`src/rtl/wr_arria10_xcvr_reset_ctrl.sv`:
```
// Arria 10 transceiver reset sequencer: one shared TX PLL/analog/digital sequence
// and an independent RX analog/lock-to-data/digital sequence per channel.
module wr_arria10_xcvr_reset_ctrl #(
  parameter int unsigned g_NUM_CHANNELS = 1,
  parameter int unsigned g_T_PLL_PD     = 1000,
  parameter int unsigned g_T_TX_DIG     = 20,
  parameter int unsigned g_T_RX_ANA     = 1000,
  parameter int unsigned g_T_LTD        = 4000
) (
  input  logic                      clk_i,
  input  logic                      rst_i,
  input  logic                      pll_locked_i,
  output logic                      pll_powerdown_o,
  input  logic                      tx_reset_req_i,
  input  logic [g_NUM_CHANNELS-1:0] tx_cal_busy_i,
  output logic [g_NUM_CHANNELS-1:0] tx_analogreset_o,
  output logic [g_NUM_CHANNELS-1:0] tx_digitalreset_o,
  output logic [g_NUM_CHANNELS-1:0] tx_ready_o,
  input  logic [g_NUM_CHANNELS-1:0] rx_reset_req_i,
  input  logic [g_NUM_CHANNELS-1:0] rx_cal_busy_i,
  input  logic [g_NUM_CHANNELS-1:0] rx_is_lockedtodata_i,
  output logic [g_NUM_CHANNELS-1:0] rx_analogreset_o,
  output logic [g_NUM_CHANNELS-1:0] rx_digitalreset_o,
  output logic [g_NUM_CHANNELS-1:0] rx_ready_o
);

  localparam int unsigned N      = g_NUM_CHANNELS;
  localparam int unsigned SW     = 1 + 3 * N;
  localparam int unsigned TX_MAX = (g_T_PLL_PD > g_T_TX_DIG) ? g_T_PLL_PD : g_T_TX_DIG;
  localparam int unsigned RX_MAX = (g_T_RX_ANA > g_T_LTD) ? g_T_RX_ANA : g_T_LTD;
  localparam int unsigned TX_CW  = $clog2(TX_MAX + 1);
  localparam int unsigned RX_CW  = $clog2(RX_MAX + 1);

  localparam logic [TX_CW-1:0] TX_PD_LAST  = TX_CW'(g_T_PLL_PD - 1);
  localparam logic [TX_CW-1:0] TX_DIG_LAST = TX_CW'(g_T_TX_DIG - 1);
  localparam logic [RX_CW-1:0] RX_ANA_LAST = RX_CW'(g_T_RX_ANA - 1);
  localparam logic [RX_CW-1:0] RX_LTD_LAST = RX_CW'(g_T_LTD - 1);

  localparam logic [1:0] T_PLL_PD    = 2'd0;
  localparam logic [1:0] T_WAIT_LOCK = 2'd1;
  localparam logic [1:0] T_ANA_REL   = 2'd2;
  localparam logic [1:0] T_READY     = 2'd3;

  localparam logic [1:0] R_ANA        = 2'd0;
  localparam logic [1:0] R_WAIT_LTD   = 2'd1;
  localparam logic [1:0] R_LTD_STABLE = 2'd2;
  localparam logic [1:0] R_READY      = 2'd3;

  // Two-stage synchronizer for all asynchronous status inputs
  logic [SW-1:0] sync_meta_q, sync_meta_d, sync_q, sync_d;
  logic          lock_s;
  logic [N-1:0]  tx_busy_s, rx_busy_s, ltd_s;

  always_comb begin
    sync_meta_d = {pll_locked_i, tx_cal_busy_i, rx_cal_busy_i, rx_is_lockedtodata_i};
    sync_d      = sync_meta_q;
  end

  always_ff @(posedge clk_i or posedge rst_i) begin
    if (rst_i) begin
      sync_meta_q <= '0;
      sync_q      <= '0;
    end else begin
      sync_meta_q <= sync_meta_d;
      sync_q      <= sync_d;
    end
  end

  assign lock_s    = sync_q[SW-1];
  assign tx_busy_s = sync_q[3*N-1 -: N];
  assign rx_busy_s = sync_q[2*N-1 -: N];
  assign ltd_s     = sync_q[N-1:0];

  // Shared TX sequence
  logic [1:0]       tx_state_q, tx_state_d;
  logic [TX_CW-1:0] tx_cnt_q, tx_cnt_d;
  logic             pll_pd_q, pll_pd_d;
  logic [N-1:0]     tx_ana_q, tx_ana_d, tx_dig_q, tx_dig_d, tx_rdy_q, tx_rdy_d;

  always_comb begin
    tx_state_d = tx_state_q;
    tx_cnt_d   = tx_cnt_q;
    if (tx_reset_req_i) begin
      tx_state_d = T_PLL_PD;
      tx_cnt_d   = '0;
    end else begin
      case (tx_state_q)
        T_PLL_PD: begin
          if (tx_cnt_q == TX_PD_LAST) begin
            tx_state_d = T_WAIT_LOCK;
            tx_cnt_d   = '0;
          end else begin
            tx_cnt_d = tx_cnt_q + TX_CW'(1);
          end
        end
        T_WAIT_LOCK: begin
          if (lock_s && !(|tx_busy_s)) begin
            tx_state_d = T_ANA_REL;
            tx_cnt_d   = '0;
          end
        end
        T_ANA_REL: begin
          if (!lock_s) begin
            tx_state_d = T_WAIT_LOCK;
            tx_cnt_d   = '0;
          end else if (tx_cnt_q == TX_DIG_LAST) begin
            tx_state_d = T_READY;
            tx_cnt_d   = '0;
          end else begin
            tx_cnt_d = tx_cnt_q + TX_CW'(1);
          end
        end
        T_READY: begin
          if (!lock_s) begin
            tx_state_d = T_WAIT_LOCK;
            tx_cnt_d   = '0;
          end
        end
        default: begin
          tx_state_d = T_PLL_PD;
          tx_cnt_d   = '0;
        end
      endcase
    end

    // Outputs follow the next state so they switch on the same edge as the FSM
    pll_pd_d = (tx_state_d == T_PLL_PD);
    tx_ana_d = tx_ana_q;
    if (tx_state_d == T_PLL_PD) begin
      tx_ana_d = '1;
    end else if (tx_state_d != T_WAIT_LOCK) begin
      tx_ana_d = '0;
    end
    tx_dig_d = (tx_state_d == T_READY) ? '0 : '1;
    tx_rdy_d = (tx_state_d == T_READY) ? '1 : '0;
  end

  always_ff @(posedge clk_i or posedge rst_i) begin
    if (rst_i) begin
      tx_state_q <= T_PLL_PD;
      tx_cnt_q   <= '0;
      pll_pd_q   <= 1'b1;
      tx_ana_q   <= '1;
      tx_dig_q   <= '1;
      tx_rdy_q   <= '0;
    end else begin
      tx_state_q <= tx_state_d;
      tx_cnt_q   <= tx_cnt_d;
      pll_pd_q   <= pll_pd_d;
      tx_ana_q   <= tx_ana_d;
      tx_dig_q   <= tx_dig_d;
      tx_rdy_q   <= tx_rdy_d;
    end
  end

  assign pll_powerdown_o   = pll_pd_q;
  assign tx_analogreset_o  = tx_ana_q;
  assign tx_digitalreset_o = tx_dig_q;
  assign tx_ready_o        = tx_rdy_q;

  // Independent RX sequence per channel
  for (genvar n = 0; n < N; n++) begin : g_rx
    logic [1:0]       state_q, state_d;
    logic [RX_CW-1:0] cnt_q, cnt_d;
    logic             ana_q, ana_d, dig_q, dig_d, rdy_q, rdy_d;

    always_comb begin
      state_d = state_q;
      cnt_d   = cnt_q;
      if (rx_reset_req_i[n]) begin
        state_d = R_ANA;
        cnt_d   = '0;
      end else begin
        case (state_q)
          R_ANA: begin
            if (!rx_busy_s[n]) begin
              if (cnt_q == RX_ANA_LAST) begin
                state_d = R_WAIT_LTD;
                cnt_d   = '0;
              end else begin
                cnt_d = cnt_q + RX_CW'(1);
              end
            end
          end
          R_WAIT_LTD: begin
            if (ltd_s[n]) begin
              state_d = R_LTD_STABLE;
              cnt_d   = '0;
            end
          end
          R_LTD_STABLE: begin
            if (!ltd_s[n]) begin
              state_d = R_WAIT_LTD;
              cnt_d   = '0;
            end else if (cnt_q == RX_LTD_LAST) begin
              state_d = R_READY;
              cnt_d   = '0;
            end else begin
              cnt_d = cnt_q + RX_CW'(1);
            end
          end
          R_READY: begin
            if (!ltd_s[n]) begin
              state_d = R_WAIT_LTD;
              cnt_d   = '0;
            end
          end
          default: begin
            state_d = R_ANA;
            cnt_d   = '0;
          end
        endcase
      end
      ana_d = (state_d == R_ANA);
      dig_d = (state_d != R_READY);
      rdy_d = (state_d == R_READY);
    end

    always_ff @(posedge clk_i or posedge rst_i) begin
      if (rst_i) begin
        state_q <= R_ANA;
        cnt_q   <= '0;
        ana_q   <= 1'b1;
        dig_q   <= 1'b1;
        rdy_q   <= 1'b0;
      end else begin
        state_q <= state_d;
        cnt_q   <= cnt_d;
        ana_q   <= ana_d;
        dig_q   <= dig_d;
        rdy_q   <= rdy_d;
      end
    end

    assign rx_analogreset_o[n]  = ana_q;
    assign rx_digitalreset_o[n] = dig_q;
    assign rx_ready_o[n]        = rdy_q;
  end

endmodule

```
`config.mk`:
```
export PLATFORM = sky130hd
export DESIGN_NAME = wr_arria10_xcvr_reset_ctrl
export DESIGN_NICKNAME = d
export VERILOG_FILES = /design/src/rtl/wr_arria10_xcvr_reset_ctrl.sv
export SDC_FILE = /design/constraint.sdc
export NUM_CORES = 1
export LEC_CHECK = 0
export ABC_AREA = 1
export CAP_MARGIN = 10
export CORE_ASPECT_RATIO = 0.7
export CORE_MARGIN = 1.5
export CORE_UTILIZATION = 58
export DETAILED_ROUTE_END_ITERATION = 12
export GPL_TIMING_DRIVEN = 0
export PLACE_DENSITY_LB_ADDON = 0.3
export SYNTH_ARGS = -nofsm -noshare
export SYNTH_HDL_FRONTEND = slang
export SYNTH_SLANG_ARGS = --single-unit
```
`constraint.sdc`:
```
create_clock -name clk_i -period 1.56 [get_ports clk_i]
set_input_delay 0.156 -clock clk_i [delete_from_list [all_inputs] [get_ports clk_i]]
set_output_delay 0.156 -clock clk_i [all_outputs]
set_load 0.01 [all_outputs]
```
# After elaboration in Yosys (flattened, before gate mapping)
# Index checks and enable logic that the tools add are counted.
dict set report word_totals {
  regBits 41
  in_bits 8
  output_inout_bits 7
  wordCells 77
}
dict set report classes {
  addsub 2
  n_eq_ne 19
  mux 34
  n_reduce_logical 9
}
# op n
set op_table {}
lappend op_table {{12-bit 2-to-1 mux} 7}
lappend op_table {{10-bit 2-to-1 mux} 6}
lappend op_table {{12-bit one-hot mux with 4 select lines} 1}
lappend op_table {{10-bit one-hot mux with 4 select lines} 1}
lappend op_table {{2-bit 2-to-1 mux} 13}
lappend op_table {{2-bit one-hot mux with 4 select lines} 2}
lappend op_table {{3-bit inequality test (second input constant)} 5}
lappend op_table {{12-bit by 1-bit adder with 12-bit output (second input constant)} 1}
lappend op_table {{12-bit by 10-bit equality test with 1-bit output (second input constant)} 1}
lappend op_table {{12-bit equality test (second input constant)} 1}
lappend op_table {{2-bit equality test (second input constant)} 6}
lappend op_table {{10-bit by 1-bit adder with 10-bit output (second input constant)} 1}
lappend op_table {{10-bit equality test (second input constant)} 1}
lappend op_table {{10-bit by 5-bit equality test with 1-bit output (second input constant)} 1}
lappend op_table {{2-bit logical NOT} 4}
lappend op_table {{2-bit by 1-bit equality test with 1-bit output (second input constant)} 2}
lappend op_table {{1-bit 2-to-1 mux} 4}
lappend op_table {{3-bit AND reduction} 1}
lappend op_table {{2-bit by 1-bit inequality test with 1-bit output (second input constant)} 1}
lappend op_table {{2-bit inequality test (second input constant)} 1}
lappend op_table {{2-bit AND reduction} 1}
lappend op_table {{2-bit nonzero test} 1}
lappend op_table {{1-bit logical AND} 1}
lappend op_table {{1-bit logical NOT} 1}

# Logic depth before layout (Yosys ltp)
dict set report depth {
  depth_word 8
  depth_mapped 11
  ltp_nobuf 11
}

# Worst setup path after synthesis
# No wires, ideal clock.
dict set report synth_path {
  path_kind {register to register}
  start {reg g_rx[0].cnt_q[1]}
  end {reg g_rx[0].cnt_q[10]}
  setup_ps 125
  arrival_time_ps 1289
  path_slack_ps 146
  path_stages_with_launch 9
  n_path_buf 0
  period_less_slack_ps 1414
  path_cell_list {dfrtp_1 > ha_1 > nand2_2 > nor2_4 > nand3_1 > nand2_1 > nand2_2 > a21oi_4 > nor2_2}
}
dict set report synth_via {
  elab_chain_len 5
  word_cells_on_any_way 9
}
# element line
set synth_lines {}
lappend synth_lines {{start, declared} 164} ;# logic [RX_CW-1:0] cnt_q, cnt_d;
lappend synth_lines {{start signal, assigned} 228} ;# cnt_q <= cnt_d;
lappend synth_lines {{12-bit by 1-bit adder with 12-bit output (tied with other cells)} {181, 199}}
lappend synth_lines {{12-bit 2-to-1 mux, on equally long branches} {195, 177}}
lappend synth_lines {{12-bit 2-to-1 mux, on equally long branches} {192, 176}}
lappend synth_lines {{12-bit one-hot mux with 4 select lines (*)} 174} ;# case (state_q)
lappend synth_lines {{12-bit 2-to-1 mux (*)} 170} ;# if (rx_reset_req_i[n]) begin
# Every way passes the cells marked *; elsewhere a longest branch is shown, timed or not. The select of a mux whose other input is x is not followed.
# A chain may end at the register's enable or synchronous reset.

# Final worst setup path
dict set report layout_path {
  start {reg tx_cnt_q[0]}
  end {reg tx_rdy_q (netlist: tx_ready_o)}
}
dict set report layout_via {
  elab_chain_len 7
  word_cells_on_any_way 9
}
# element line
set layout_lines {}
lappend layout_lines {{start, declared} 76} ;# logic [TX_CW-1:0] tx_cnt_q, tx_cnt_d;
lappend layout_lines {{start signal, assigned} 148} ;# tx_cnt_q <= tx_cnt_d;
lappend layout_lines {{10-bit by 5-bit equality test with 1-bit output} 106} ;# end else if (tx_cnt_q == TX_DIG_LAST) begin
lappend layout_lines {{2-bit 2-to-1 mux} 106}
lappend layout_lines {{2-bit 2-to-1 mux} 103} ;# if (!lock_s) begin
lappend layout_lines {{2-bit one-hot mux with 4 select lines (*)} 87} ;# case (tx_state_q)
lappend layout_lines {{2-bit 2-to-1 mux (*)} 83} ;# if (tx_reset_req_i) begin
lappend layout_lines {{named net tx_state_d[0]} 75} ;# logic [1:0] tx_state_q, tx_state_d;
lappend layout_lines {{2-bit equality test (*)} 135} ;# tx_rdy_d = (tx_state_d == T_READY) ? '1 : '0;
lappend layout_lines {{1-bit 2-to-1 mux (*)} 135}
lappend layout_lines {{named net tx_rdy_d} 78} ;# logic [N-1:0] tx_ana_q, tx_ana_d, tx_dig_q, tx_dig_d, tx_rdy_q, tx_rdy_d;
lappend layout_lines {{end signal, assigned} 152} ;# tx_rdy_q <= tx_rdy_d;
lappend layout_lines {{end, declared} 78}
# Mark *: on every way through the listed nets, which the timed path passes. The rest lies on a longest branch.

==> flow_metrics.env <==
export IMPL_crit_chain="ha_4 -> nand2_2 -> inv_2 -> nand3_1 -> o21ai_2 -> nand2_2 -> nor2_2 -> nand2_1 -> inv_2"
export IMPL_layout_commonest_cell="nand2_1"
export IMPL_design_die_area_mm2=0.00415
export IMPL_internal_power_w=0.00157
export IMPL_rsz0062_at_grt="yes"
export IMPL_initial_core_util_pct=61.5
export IMPL_crit_path_end_kind="register"
export IMPL_hold_ws_ns=0.278
export IMPL_r2r_start="tx_cnt_q[0]$_DFFE_PP0P_"
export IMPL_first_pass_iters=5
export IMPL_num_antenna_cells=0
export IMPL_hold_class="primary input to register"
export IMPL_synth_edf_count=0
export IMPL_first_global_vias=1660
export IMPL_grt_pass1_wl_um=7600
export IMPL_syn_instance_count=274
export IMPL_synthArstFlopShare_pct=100
export IMPL_whs_endpoint="sync_d[2]$_DFF_PP0_"
export IMPL_r2r_end="tx_ready_o$_DFF_PP0_"
export IMPL_clkLatencyLatePin_ns=0.30
export IMPL_status="finished, final reports clean"
export IMPL_ctsHtreeMaxLevel=2
export IMPL_synth_nets=284
export IMPL_clockBufferDepth=2
export IMPL_fin_skew_ns=0.00822
export IMPL_p_leak_nw=1.17
export IMPL_top_layer="met4"
export IMPL_slew_viol_final=0
export IMPL_fillers=285
export IMPL_cts_buffers=5
export IMPL_grt_max_degree=42
export IMPL_clkPwrFrac_pct=33.1
export IMPL_hold_depth=1
export IMPL_period_share_pct=99.0
export IMPL_p_per_area_mw_per_mm2=858
export IMPL_report_final_hold_viol_count=0
export IMPL_antenna_found_initial=0
export IMPL_swShare_pct=29.1
export IMPL_clock_root_buffer="clkbuf_8"
export IMPL_setup_viol=0
export IMPL_std_cell_rows=18
export IMPL_maxCapViolCount=0
export IMPL_fmax_ghz=0.647
export IMPL_criticalPathCategory="register to register"
export IMPL_die_y_um=54.4
export IMPL_ir_drop_uv=798
export IMPL_wl_per_cell_um=13.2
export IMPL_drc_errors=0
export IMPL_ys_seq_area_share_pct=47.2
export IMPL_cts_tree="built"
export IMPL_gp_congestion=0.844
export IMPL_grt_overflow=0
export IMPL_syn_area_per_cell_um2=7.98
export IMPL_route_antenna_remaining_nets=0
export IMPL_fin_nets=311
export IMPL_worst_setup_path_start_kind="register"
export IMPL_pre_cts_ws_ns=-0.130
export IMPL_cp_slowest_stage_delay_ns=0.43
export IMPL_cp_max_fo=4
export IMPL_period_needed_ns=1.54
export IMPL_die_w_um=76.4
export IMPL_crit_slowest_cell="dfrtp_1"
export IMPL_path_clk_slew_ns=0.09
export IMPL_met1_length_um=2130
export IMPL_p_comb_share_pct=13.3
export IMPL_cts_hold_buf=0
export IMPL_slew_limit_headroom_pct=45.6
export IMPL_grtUsageTotal_pct=24.3
export IMPL_synth_seq_cells=41
export IMPL_fin_ws_ns=0.0152
export IMPL_via_per_inst=5.23
export IMPL_cp_arrival_ns=1.79
export IMPL_p_sw_w=0.000646
export IMPL_wirelength_um=4630
export IMPL_dpl_hpwl_um=3150
export IMPL_io_pins=15
export IMPL_worstHoldStart="tx_cal_busy_i"
export IMPL_tightest_slew_ns=0.814
export IMPL_critPathLaunch="tx_cnt_q[0]$_DFFE_PP0P_"
export IMPL_rr_worst_depth=9
export IMPL_drive_gt1_share_pct=21.9
export IMPL_drtIter0Drc=141
export IMPL_core_mm2=0.00356
export IMPL_ys_warn_count=0
export IMPL_ys_types=31
export IMPL_clock_sinks=41
export IMPL_area_growth_pct=18.2
export IMPL_vias=1842
export IMPL_cp_required_ns=1.81
export IMPL_pwr_share_seq_pct=53.6
export IMPL_port_buffer_count=14
export IMPL_syn_cell_area_mm2=0.00219
export IMPL_synth_flop_cell="dfrtp_1"
export IMPL_dr_wl_met2_um=2160
export IMPL_r2r_slack_ns=0.02
export IMPL_met3WireLength_um=257
export IMPL_final_cell_mix="64 x nand2_1, 35 x dfrtp_1, 34 x inv_1"
[cell usage after synthesis, types with 2 or more instances]
master | instances | share of area (%)
nor3_1 | 8 | 1.8
nor2_1 | 28 | 4.8
ha_1 | 2 | 1.1
a21oi_1 | 8 | 1.8
nand2_4 | 2 | 1.0
o21ai_1 | 3 | 0.69
dfrtp_1 | 36 | 41
nand4_1 | 5 | 1.4
nor2_2 | 6 | 1.7
o21ai_0 | 9 | 2.1
dfstp_2 | 5 | 6.0
nand3_1 | 20 | 4.6
inv_2 | 9 | 1.5
xor2_1 | 2 | 0.80
clkinv_1 | 2 | 0.34
nand2_1 | 65 | 11
nand2_2 | 12 | 3.4
nor2_4 | 4 | 2.1
inv_1 | 35 | 6.0
o21bai_1 | 2 | 0.69
[critical path, delay by kind of cell (launching register included)]
kind                       cells  cell delay (ns)
and+or+nand+nor                5             0.56
adders and majority gates      1             0.19
AOI/OAI and AO/OA              1             0.19
buffers and inverters          2             0.13
DFF                            1             0.43
[worst max-delay path by stage]
stage,slack [ns],to,depth (start not counted)
4_1_cts,0.004,g_rx[0].cnt_q[6]$_DFFE_PP0P_,8
3_3_place_gp,-0.34,g_rx[0].cnt_q[1]$_DFFE_PP0P_,2
3_5_place_dp,-0.13,tx_cnt_q[3]$_DFFE_PP0P_,8
6_report,0.02,tx_ready_o$_DFF_PP0_,9
5_1_grt,-0.04,tx_cnt_q[3]$_DFFE_PP0P_,8
2_1_floorplan,0.15,g_rx[0].cnt_q[10]$_DFFE_PP0P_,8
[layer usage]
metal	GRT usage (%)	vias up
met2	40.2	64
met3	6.67	12
met4	8.33	0
li1	-	913
met1	31.8	853
met5	0	-
[through the flow]
stage | TNS (ns) | utilization (%) | instance area (um2) | power, W | cells
global route | -0.145 | 72.7 | 2590 | 0.00231 | 352
floorplan | 0 | - | 2190 | 0.00134 | 274
CTS | 0 | 70.9 | 2520 | 0.00217 | 348
detailed placement | -1.12 | 67.2 | 2390 | 0.00142 | 338
global placement | -13.29 | 67.2 | 2390 | 0.00140 | 338
finish | 0 | 72.7 | 2590 | 0.00222 | 352
[registers in the layout, indices dropped and copies added, names as in the netlist]
register / cells
g_rx.cnt_q: 12
tx_cnt_q: 10
sync_d: 4
sync_q: 4
g_rx.state_q: 2
tx_state_q: 2
pll_powerdown_o: 1
rx_analogreset_o: 1
rx_digitalreset_o: 1
rx_ready_o: 1
tx_analogreset_o: 1
tx_digitalreset_o: 1
tx_ready_o: 1
[area by class of cell]
class | count | area, um2 | share of cell area, %
clock inverter | 3 | 25.0 | 0.968
inverter | 46 | 173 | 6.68
clock buffer | 5 | 68.8 | 2.66
timing repair buffer | 19 | 180 | 6.97
buffer | 2 | 16.3 | 0.629
multi-input combinational | 186 | 1030 | 39.7
tap | 50 | 62.6 | 2.42
sequential | 41 | 1030 | 40.0
[logic make-up after synthesis]
| family | share of synthesized area (%) |
|---|---|
| XOR/XNOR | 1.20 |
| buffers and inverters | 8.64 |
| AND/OR/NAND/NOR | 34.6 |
| flip-flops | 47.2 |
| AO/OA/AOI/OAI | 7.21 |
| adder cells (fa/ha/maj) | 1.14 |
[power groups by stage]
stage / clock, W / combinational (W) / sequential (W)
final: 0.000735 / 0.000295 / 0.00119
after detailed placement: 0 / 0.000233 / 0.00119
after CTS: 0.000742 / 0.000255 / 0.00117
after global placement: 0 / 0.000214 / 0.00119
after floorplan: 0 / 0.000163 / 0.00118
after global routing: 0.000786 / 0.000333 / 0.00119
[timing repair]
| action | CTS | global route |
|---|---|---|
| endpoints found under the setup margin | 16 | 22 |
| gates cloned | 1 | 0 |
| pin swaps | 1 | 6 |
| buffers inserted | 1 | 4 |
| resized for setup | 4 | 8 |
Note: power is estimated with default switching activity, not from simulation.
